File: src/rtl/dprintf_rr_arb_4.sv
// dprintf_rr_arb_4: round-robin arbiter; four dprintf requesters (req_N__*/ack_N) share one engine (req__*/ack), busy while a grant awaits ack
module dprintf_rr_arb_4 (
    input  logic        clk,
    input  logic        clk__enable,
    input  logic        reset_n,
    input  logic        req_0__valid,
    input  logic [15:0] req_0__address,
    input  logic [63:0] req_0__data_0,
    input  logic [63:0] req_0__data_1,
    input  logic [63:0] req_0__data_2,
    input  logic [63:0] req_0__data_3,
    input  logic        req_1__valid,
    input  logic [15:0] req_1__address,
    input  logic [63:0] req_1__data_0,
    input  logic [63:0] req_1__data_1,
    input  logic [63:0] req_1__data_2,
    input  logic [63:0] req_1__data_3,
    input  logic        req_2__valid,
    input  logic [15:0] req_2__address,
    input  logic [63:0] req_2__data_0,
    input  logic [63:0] req_2__data_1,
    input  logic [63:0] req_2__data_2,
    input  logic [63:0] req_2__data_3,
    input  logic        req_3__valid,
    input  logic [15:0] req_3__address,
    input  logic [63:0] req_3__data_0,
    input  logic [63:0] req_3__data_1,
    input  logic [63:0] req_3__data_2,
    input  logic [63:0] req_3__data_3,
    output logic        ack_0,
    output logic        ack_1,
    output logic        ack_2,
    output logic        ack_3,
    output logic        req__valid,
    output logic [15:0] req__address,
    output logic [63:0] req__data_0,
    output logic [63:0] req__data_1,
    output logic [63:0] req__data_2,
    output logic [63:0] req__data_3,
    input  logic        ack,
    output logic        busy
);
    typedef enum logic {IDLE, BUSY} state_t;
    state_t state;
    logic [1:0] last_grant, sel;
    logic found;
    logic [3:0] v, ack_r;
    logic [271:0] pk [4];
    logic [271:0] out;
    assign v = {req_3__valid, req_2__valid, req_1__valid, req_0__valid};
    assign pk[0] = {req_0__address, req_0__data_3, req_0__data_2, req_0__data_1, req_0__data_0};
    assign pk[1] = {req_1__address, req_1__data_3, req_1__data_2, req_1__data_1, req_1__data_0};
    assign pk[2] = {req_2__address, req_2__data_3, req_2__data_2, req_2__data_1, req_2__data_0};
    assign pk[3] = {req_3__address, req_3__data_3, req_3__data_2, req_3__data_1, req_3__data_0};
    assign {req__address, req__data_3, req__data_2, req__data_1, req__data_0} = out;
    assign {ack_3, ack_2, ack_1, ack_0} = ack_r;
    assign busy = state == BUSY;
    // scan farthest-first so the nearest valid port after last_grant wins
    always_comb begin
        found = 1'b0;
        sel = 2'd0;
        for (int i = 4; i >= 1; i--)
            if (v[last_grant + 2'(i)]) begin
                found = 1'b1;
                sel = last_grant + 2'(i);
            end
    end
    always_ff @(posedge clk or negedge reset_n)
        if (!reset_n) begin
            state <= IDLE;
            last_grant <= 2'd3;
            ack_r <= '0;
            req__valid <= 1'b0;
            out <= '0;
        end else if (clk__enable) begin
            if (state == IDLE) begin
                ack_r <= found ? 4'b0001 << sel : 4'b0000;
                if (found) begin
                    state <= BUSY;
                    last_grant <= sel;
                    req__valid <= 1'b1;
                    out <= pk[sel];
                end
            end else begin
                ack_r <= '0;
                if (ack) begin
                    state <= IDLE;
                    req__valid <= 1'b0;
                end
            end
        end
endmodule

File: config.mk
export PLATFORM = sky130hd
export DESIGN_NAME = dprintf_rr_arb_4
export DESIGN_NICKNAME = d
export VERILOG_FILES = /design/src/rtl/dprintf_rr_arb_4.sv
export SDC_FILE = /design/constraint.sdc
export NUM_CORES = 1
export LEC_CHECK = 0
export ABC_AREA = 1
export CORE_AREA = 2 2 534 536
export DETAILED_ROUTE_END_ITERATION = 10
export DIE_AREA = 0 0 536 538
export PLACE_DENSITY = 0.39
export SKIP_CTS_REPAIR_TIMING = 1
export SYNTH_ARGS = -nofsm -noshare
export SYNTH_HDL_FRONTEND = slang
export SYNTH_SLANG_ARGS = --single-unit
export TNS_END_PERCENT = 5
File: constraint.sdc
create_clock -name clk -period 2.1 [get_ports clk]
set_clock_uncertainty 0.1 [all_clocks]
set_input_delay 0.21 -clock clk [delete_from_list [all_inputs] [get_ports clk]]
set_output_delay 0.21 -clock clk [all_outputs]
set_load 0.005 [all_outputs]
# Word-level counts from Yosys, hierarchy flattened
# Cells that the tools add are included.
# classes
mux	27
n_addsub	3
magnitude_cmp	5
shift	1
n_eq_ne	1
reduce_logical	3
bitwise_logic	2
# op_table
operator	count
$bmux 272 s2	1
$mux 272	2
$mux 1	14
$lt 2x3->1 const B	4
$bmux 1 s2	4
$mux 2	4
$mux 4	2
$reduce_and 3->1	2
$add 2x2->2 const B	2
$shl 1x2->4 const A	1
$ge 3x3->1 const B	1
$not 2->3	1
$add 2x1->2 const B	1
$ne 2x2->1 const B	1
$reduce_bool 2->1	1
$not 1->1	1
# word_totals
wordCells	47
ff_bits	280

# Logic depth before layout (Yosys ltp)
# Gate-level depths: netlist of the first run.
# depth
depth_word	10
ltp_mapped	18
ltp_nobuf	15

# Worst setup path before layout of the first run
# OpenSTA, ideal clock, no wires.
# synth_timing
path_type	reg2reg
start	register last_grant[0]
end	register out[112]
synth_period_minus_slack_ns	2.070
path_stages_with_launch	18
required_ns	1.883
slack_ns	0.030
setup_time_ns	0.117
arrival_ns	1.853
cell_sequence	dfstp_2 -> buf_6 -> inv_6 -> nand2_1 -> nand2_1 -> nand2_1 -> nand2_1 -> nand2_1 -> nand2_1 -> nand2_2 -> buf_4 -> buf_6 -> buf_6 -> nand3b_1 -> nand3_1 -> nand2_1 -> nand2_1 -> nand2_1
# synth_via
elab_chain_len	10
word_cells_on_any_way	24
classes_between	3 x add/sub; 19 x mux; 1 x bitwise; 1 x reduce/logical
# synth_lines
item	line	rtl
start: declaration	45	logic [1:0] last_grant, sel;
start signal: assignment	80	last_grant <= sel;
$add 2x2->2 / $bmux 1 s2 (equally long branches)	63, 65	
$bmux 1 s2 / $mux 1 (equally long branches)	63	if (v[last_grant + 2'(i)]) begin
$mux 1 (not written as such) / $mux 2 (equally long branches)	63	
$mux 2 (3 in series)	63	
$not 2->3 (not written as such)	82	out <= pk[sel];
$bmux 272 s2	82	
$mux 272 (not written as such) (2 in series)	82	
end signal: assignment	82	
end: declaration	49	logic [271:0] out;
# Parallel ways exist; a longest one is shown, timed or not. The select of a mux whose other input is x is not followed.
# A chain may end at the register's enable or synchronous reset.

# Worst setup path after layout of the first run
# layout_timing
start	register last_grant[0]
end	register out[55]
# Same word-level chain as after synthesis.

==> metrics.yaml, run 1 <==
synthesis:
  syn_nets: 5011
  syn_area_um2: 22900
  yosys_most_used_dff: "dfrtp_1"
  async_reset_ff_share_pct: 100
  syn_inst: 3915
  synth_top_area_share_pct: 36.3
  yosys_register_bits: 280
  synth_top_cell_by_area: "nand2_1"
  synth-edff-count: 0
  yosysUniqueCellTypes: 21
  yosysMostFrequentCell: "nand2_1"
  synth.avg_cell_area_um2: 5.85
  synth_common_cells: "nand2_1, nand3_1, inv_1"
  yosysSeqAreaShare_pct: 30.6
  yosysWarnings: 0
  synthTopCellsByArea: "nand2_1, dfrtp_1, nand3_1"
status:
  violations: "negative hold slack, negative setup slack"
  status: "finished, violations left"
final_layout:
  fillers: 32500
  synthToLayoutAreaGrowth_pct: 107
  drive_gt1_share_pct: 13.6
  nNetsFinal: 6498
  seq_area_um2: 7010
  multi_input_area_um2: 14200
placement:
  place_ws_ns: -1.20
  port_buffers: 1373
  gp_congestion: 0.980
  dp_hpwl_um: 177000
route:
  met1Wirelength_um: 87100
  drc: 0
  first_pass_iters: 8
  viasPerCell: 3.48
  wire_per_inst_um: 23.8
  wl_met2_um: 106000
  wl_met3_um: 18800
  ant_nets: 0
  totalWireLength_um: 219000
  vias: 32100
  top_layer: "met5"
  drt_iter0_drc: 1898
global_route:
  grt_pass1_vias: 32000
  grtUsageTotal_pct: 13.7
  antenna_found_initial: 96
  grt_max_degree: 53
  grt_pass1_wl_um: 273000
  gr-total-overflow: 0
setup_path:
  cp.required_ns: 2.53
  crit_type: "reg2reg"
  cp_cell_sequence: "buf_6, nand2_2, nand2_2, nand2_2, nand2_2, nand2_2, buf_6, nand3_4, nand2_8, buf_12, buf_16, buf_12, nand2_1, nand2_1, nand2_1, nand2_2, nand2_1, nand2_1"
  arrival_ns: 3.22
  cp-start-kind: "register"
  r2r_cells: 18
  slowest_stage: "dfstp_2"
  crit_top_cell: "nand2_2"
  max_stage_delay_ns: 0.65
  path_max_fanout: 23
  rr_startpoint: "last_grant[0]$_DFFE_PN1P_"
  r2r-end: "out[55]$_DFFE_PN0P_"
  crit_path_end_kind: "register"
  reg2reg_slack_ns: -0.70
pwr:
  ir_worst_vdd_uv: 1110
  total_leakage_power_nw: 22.5
  power_density_nw_per_um2: 1890
die:
  die_w_um: 536
  initial_core_util_pct: 8.08
  io_pins: 1374
  die_h_um: 538
  core_um2: 283000
  fp-row-count: 196
  die-area_um2: 288000
run:
  drv_cap: 0
cts:
  cts_tree: "built"
  path_clk_slew_ns: 0.07
  clock_latency_ns: 0.68
  cts.sinks: 280
  root_buffer: "clkbuf_16"
  htreeDepth: 2
  numCtsBuffers: 44
  clock_path_buffers: 3
timing:
  hold_viol: 4
  worst_pin_slew_ns: 0.687
  drv_slew: 0
  fin_crit_sh_pct: 133
  tns_ns: -153.27
  fin_ws_ns: -0.698
  max_freq_mhz: 357
  relSlewSlack_pct: 54.2
  setup_viol: 279
  period_minus_slack_ns: 2.80
  rsz0062_at_grt: "yes"
  hold_ws_ns: -0.0219
min_path:
  holdCritPathClass: "in2async"
[final cells by class]
| class | instances | area share (%) |
|---|---|---|
| diodes | 19 | 0.101 |
| multi-input cells | 3049 | 30.1 |
| clock buffers | 61 | 2.76 |
| well taps | 3762 | 9.95 |
| clock inverters | 19 | 0.558 |
| repair buffers | 1742 | 39.4 |
| inverters | 285 | 2.30 |
| flip-flops and latches | 280 | 14.8 |
[sequential cells by signal, indices dropped and copies added, names as in the netlist]
name,cells
last_grant,2
ack_r,4
busy,1
out,272
req__valid,1
[cells in the final DEF (no fill, tap or decap), types with 3 or more instances in the layout]
cell / n
clkbuf_8: 10
inv_2: 3
o21ai_1: 4
buf_6: 28
dfrtp_1: 274
buf_8: 16
clkbuf_1: 5
clkinv_2: 3
buf_16: 19
inv_1: 279
nand3_2: 86
clkinv_4: 6
clkbuf_16: 76
dfrtp_2: 4
buf_12: 80
dlymetal6s2s_1: 16
nand2_2: 154
nand2_4: 16
clkdlybuf4s50_1: 1342
nand2_1: 2042
nand3_1: 458
diode_2: 19
bufinv_16: 5
nand3_4: 5
clkinvlp_4: 4
buf_4: 210
nand3b_1: 272
[cells by family after synthesis]
kind of cell	Yosys count	share of synthesized area [%]
and+or+nand+nor	3040	57.4
DFF	280	30.6
AOI/OAI and AO/OA	9	0.219
buffers and inverters	586	11.8
[where the power goes]
group / internal [W] / leakage [nW] / total (W) / switching, W
logic: 0.0293 / 18.2 / 0.0711 / 0.0417
clock network: 0.00497 / 0.759 / 0.00828 / 0.00331
registers: 0.00804 / 3.50 / 0.00996 / 0.00192
total: 0.0423 / 22.5 / 0.0893 / 0.0470
[critical path, delay by kind of cell, from the launching register on]
family | cells | cell delay [ns]
buffers and inverters | 5 | 0.77
flip-flops | 1 | 0.65
AND/OR/NAND/NOR | 13 | 1.03
[how the worst max path moves through the flow]
stage                                         start                    to  slack (ns)
after floorplan           last_grant[0]$_DFFE_PN1P_  out[112]$_DFFE_PN0P_        0.03
after global placement                 req_2__valid  out[246]$_DFFE_PN0P_       -1.26
after detailed placement               req_2__valid  out[246]$_DFFE_PN0P_       -1.20
after CTS                 last_grant[0]$_DFFE_PN1P_  out[246]$_DFFE_PN0P_       -0.89
after global routing      last_grant[0]$_DFFE_PN1P_   out[42]$_DFFE_PN0P_       -0.79
final                     last_grant[0]$_DFFE_PN1P_   out[55]$_DFFE_PN0P_       -0.70
[stage by stage]
step	util, %	instance area (um^2)	power [W]	instances
floorplan	-	22900	0.0396	3915
global placement	15.2	43000	0.0723	9045
detailed placement	15.2	43000	0.0718	9045
CTS	15.7	44600	0.0808	9125
global route	16.7	47300	0.0964	9207
finish	16.7	47300	0.0893	9217
[layer usage]
metal | global-route usage (%) | vias up
met5 | 0 | -
met4 | 4.00 | 48
met3 | 4.24 | 274
met2 | 23.9 | 1489
met1 | 16.0 | 15200
li1 | - | 15100
No activity file was read; power rests on OpenSTA's default activity.
==> run 2: changes to the inputs <==
Settings changed: HOLD_SLACK_MARGIN set to 0.05.
==> run 2 against run 1 <==
  * Total power about the same
  * The run ends with negative setup slack left
  * Cell area hardly changed
  * Final cell count is essentially flat
  * Via count decreased by 0.19%
  * Global-route usage is the same
  * Routed wire length barely moved
  * Sequential cell count unchanged
  * Sequential share of layout area barely moved
  * Combinational power is essentially flat
  * Critical path depth did not move
  * Highest routed layer unchanged
  * Non-clock buffer count up 2
  * Sequential power is essentially flat
==> metrics.yaml, run 2 (synthesized netlist as in run 1, its figures left out) <==
route:
  vias: 32000  # -0.19%
  ant_nets: 0  # unchanged
  first_pass_iters: 5  # -3
  drc: 0  # unchanged
  drt_iter0_drc: 1861  # -1.9%
  viasPerCell: 3.47  # -0.22%
  wire_per_inst_um: 23.8  # about the same
  totalWireLength_um: 219000  # about the same
min_path:
  whs_endpoint: "out[259]$_DFFE_PN0P_"
  hold_path_depth: 7
  holdCritPathClass: "in2reg"
  hp-start: "req_1__address[3]"
die:
  initial_core_util_pct: 8.08  # unchanged
  io_pins: 1374  # unchanged
  die_w_um: 536  # unchanged
  die-area_um2: 288000  # unchanged
  die_h_um: 538  # unchanged
  core_um2: 283000  # unchanged
  fp-row-count: 196  # unchanged
timing:
  hold_viol: 0  # -4
  rsz0062_at_grt: "yes"
  tns_ns: -151.62  # +1.65 ns
  fin_ws_ns: -0.703  # -0.00449 ns
  fin_crit_sh_pct: 133  # +0.21 points
  setup_viol: 279  # unchanged
  relSlewSlack_pct: 56.0  # +1.8 points
  max_freq_mhz: 357  # -0.16%
  worst_pin_slew_ns: 0.660  # -0.0265 ns
  period_minus_slack_ns: 2.80  # +0.00449 ns
  drv_slew: 0  # unchanged
global_route:
  grt_pass1_vias: 32000  # unchanged
  antenna_found_initial: 96  # unchanged
  use_met2_pct: 23.9  # unchanged
  grt_util_met3_pct: 4.24  # unchanged
  grt.busiest_layer: "met2"
  grt_pass1_wl_um: 273000  # unchanged
  grt_util_met1_pct: 16.0  # unchanged
  grtUsageTotal_pct: 13.7  # unchanged
  grt_max_degree: 53  # unchanged
  gr-total-overflow: 0  # unchanged
placement:
  dp_hpwl_um: 177000  # unchanged
  port_buffers: 1373  # unchanged
  gp_congestion: 0.980  # unchanged
  place_ws_ns: -1.20  # unchanged
status:
  status: "finished, violations left"
  violations: "negative setup slack"
cts:
  clock_latency_ns: 0.68  # about the same
  clock_path_buffers: 3  # unchanged
  path_clk_slew_ns: 0.07  # about the same
  root_buffer: "clkbuf_16"
  htreeDepth: 2  # unchanged
  cts.sinks: 280  # unchanged
  numCtsBuffers: 44  # unchanged
  cts_tree: "built"
final_layout:
  drive_gt1_share_pct: 13.6  # about the same
  final_cell_mix: "nand2_1, clkdlybuf4s50_1, nand3_1, inv_1, dfrtp_1"
  nNetsFinal: 6500  # +0.031%
  layout_commonest_cell: "nand2_1"
  top_register: "out"
  largest_register_ffs: 272  # unchanged
  synthToLayoutAreaGrowth_pct: 107  # about the same
  top_regs: "out: 272 flops, ack_r: 4 flops, last_grant: 2 flops"
setup_path:
  crit_type: "reg2reg"
  cp.required_ns: 2.53  # about the same
  r2r_cells: 18  # unchanged
  cp-start-kind: "register"
  rr_startpoint: "last_grant[0]$_DFFE_PN1P_"
  crit_path_end_kind: "register"
  path_max_fanout: 23  # unchanged
  arrival_ns: 3.23  # about the same
  reg2reg_slack_ns: -0.70  # about the same
  r2r-end: "out[55]$_DFFE_PN0P_"
pwr:
  power_density_nw_per_um2: 1890  # about the same
  ir_worst_vdd_uv: 1100  # -0.44%
  p_total_w: 0.0893  # about the same
  total_leakage_power_nw: 22.5  # about the same
run:
  drv_cap: 0  # unchanged
## run 2: cell types whose count changed in the layout (fill, tap and decap cells not counted)
cell	previous run	this run
dlygate4sd3_1	1	3
diode_2	19	20
## run 2: worst max path at each step
stage,startpoint,end,slack [ns],cells after the start
6_report,last_grant[0]$_DFFE_PN1P_,out[55]$_DFFE_PN0P_,-0.70,18
5_1_grt,last_grant[0]$_DFFE_PN1P_,out[42]$_DFFE_PN0P_,-0.79,19
4_1_cts,last_grant[0]$_DFFE_PN1P_,out[246]$_DFFE_PN0P_,-0.89,17
3_5_place_dp,req_2__valid,out[246]$_DFFE_PN0P_,-1.20,17
3_3_place_gp,req_2__valid,out[246]$_DFFE_PN0P_,-1.26,18
2_1_floorplan,last_grant[0]$_DFFE_PN1P_,out[112]$_DFFE_PN0P_,0.03,17
## run 2: final cells by class
cell class                      count  area [um^2]
Fill cell                       32500       236000
Timing Repair Buffer             1744        18700
Multi-Input combinational cell   3049        14200
Sequential cell                   280         7010
Tap cell                         3762         4710
Clock buffer                       61         1310
Inverter                          285         1090
Clock inverter                     19          264
Antenna cell                       20         50.0
## run 2: layer usage
metal / part of all wire (%) / routed length [um]
met1: 39 / 86400
met2: 48 / 106000
met3: 8.9 / 19500
met4: 3.4 / 7370
met5: 0.14 / 299
## run 2: critical path: stages, from the launching register on
cell and delay (ns):
dfstp_2 0.65, buf_6 0.13, nand2_2 0.05, nand2_2 0.10, nand2_2 0.06, nand2_2 0.06, nand2_2 0.07, buf_6 0.12
nand3_4 0.11, nand2_8 0.11, buf_12 0.16, buf_16 0.15, buf_12 0.21, nand2_1 0.07, nand2_1 0.04, nand2_1 0.15
nand2_2 0.10, nand2_1 0.08, nand2_1 0.05
## run 2: stage by stage
stage / instances / area (um^2) / utilization, % / hold WS (ns)
2_1_floorplan: 3915 / 22900 / - / -0.186
3_3_place_gp: 9045 / 43000 / 15.2 / 0.144
3_5_place_dp: 9045 / 43000 / 15.2 / 0.139
4_1_cts: 9125 / 44600 / 15.7 / -0.625
5_1_grt: 9209 / 47300 / 16.7 / 0.131
6_report: 9220 / 47300 / 16.7 / 0.177
## run 2: power by group
group,total (W),switching [W],internal (W)
clock,0.00827,0.00330,0.00497
combinational,0.0711,0.0418,0.0293
sequential,0.00996,0.00192,0.00804
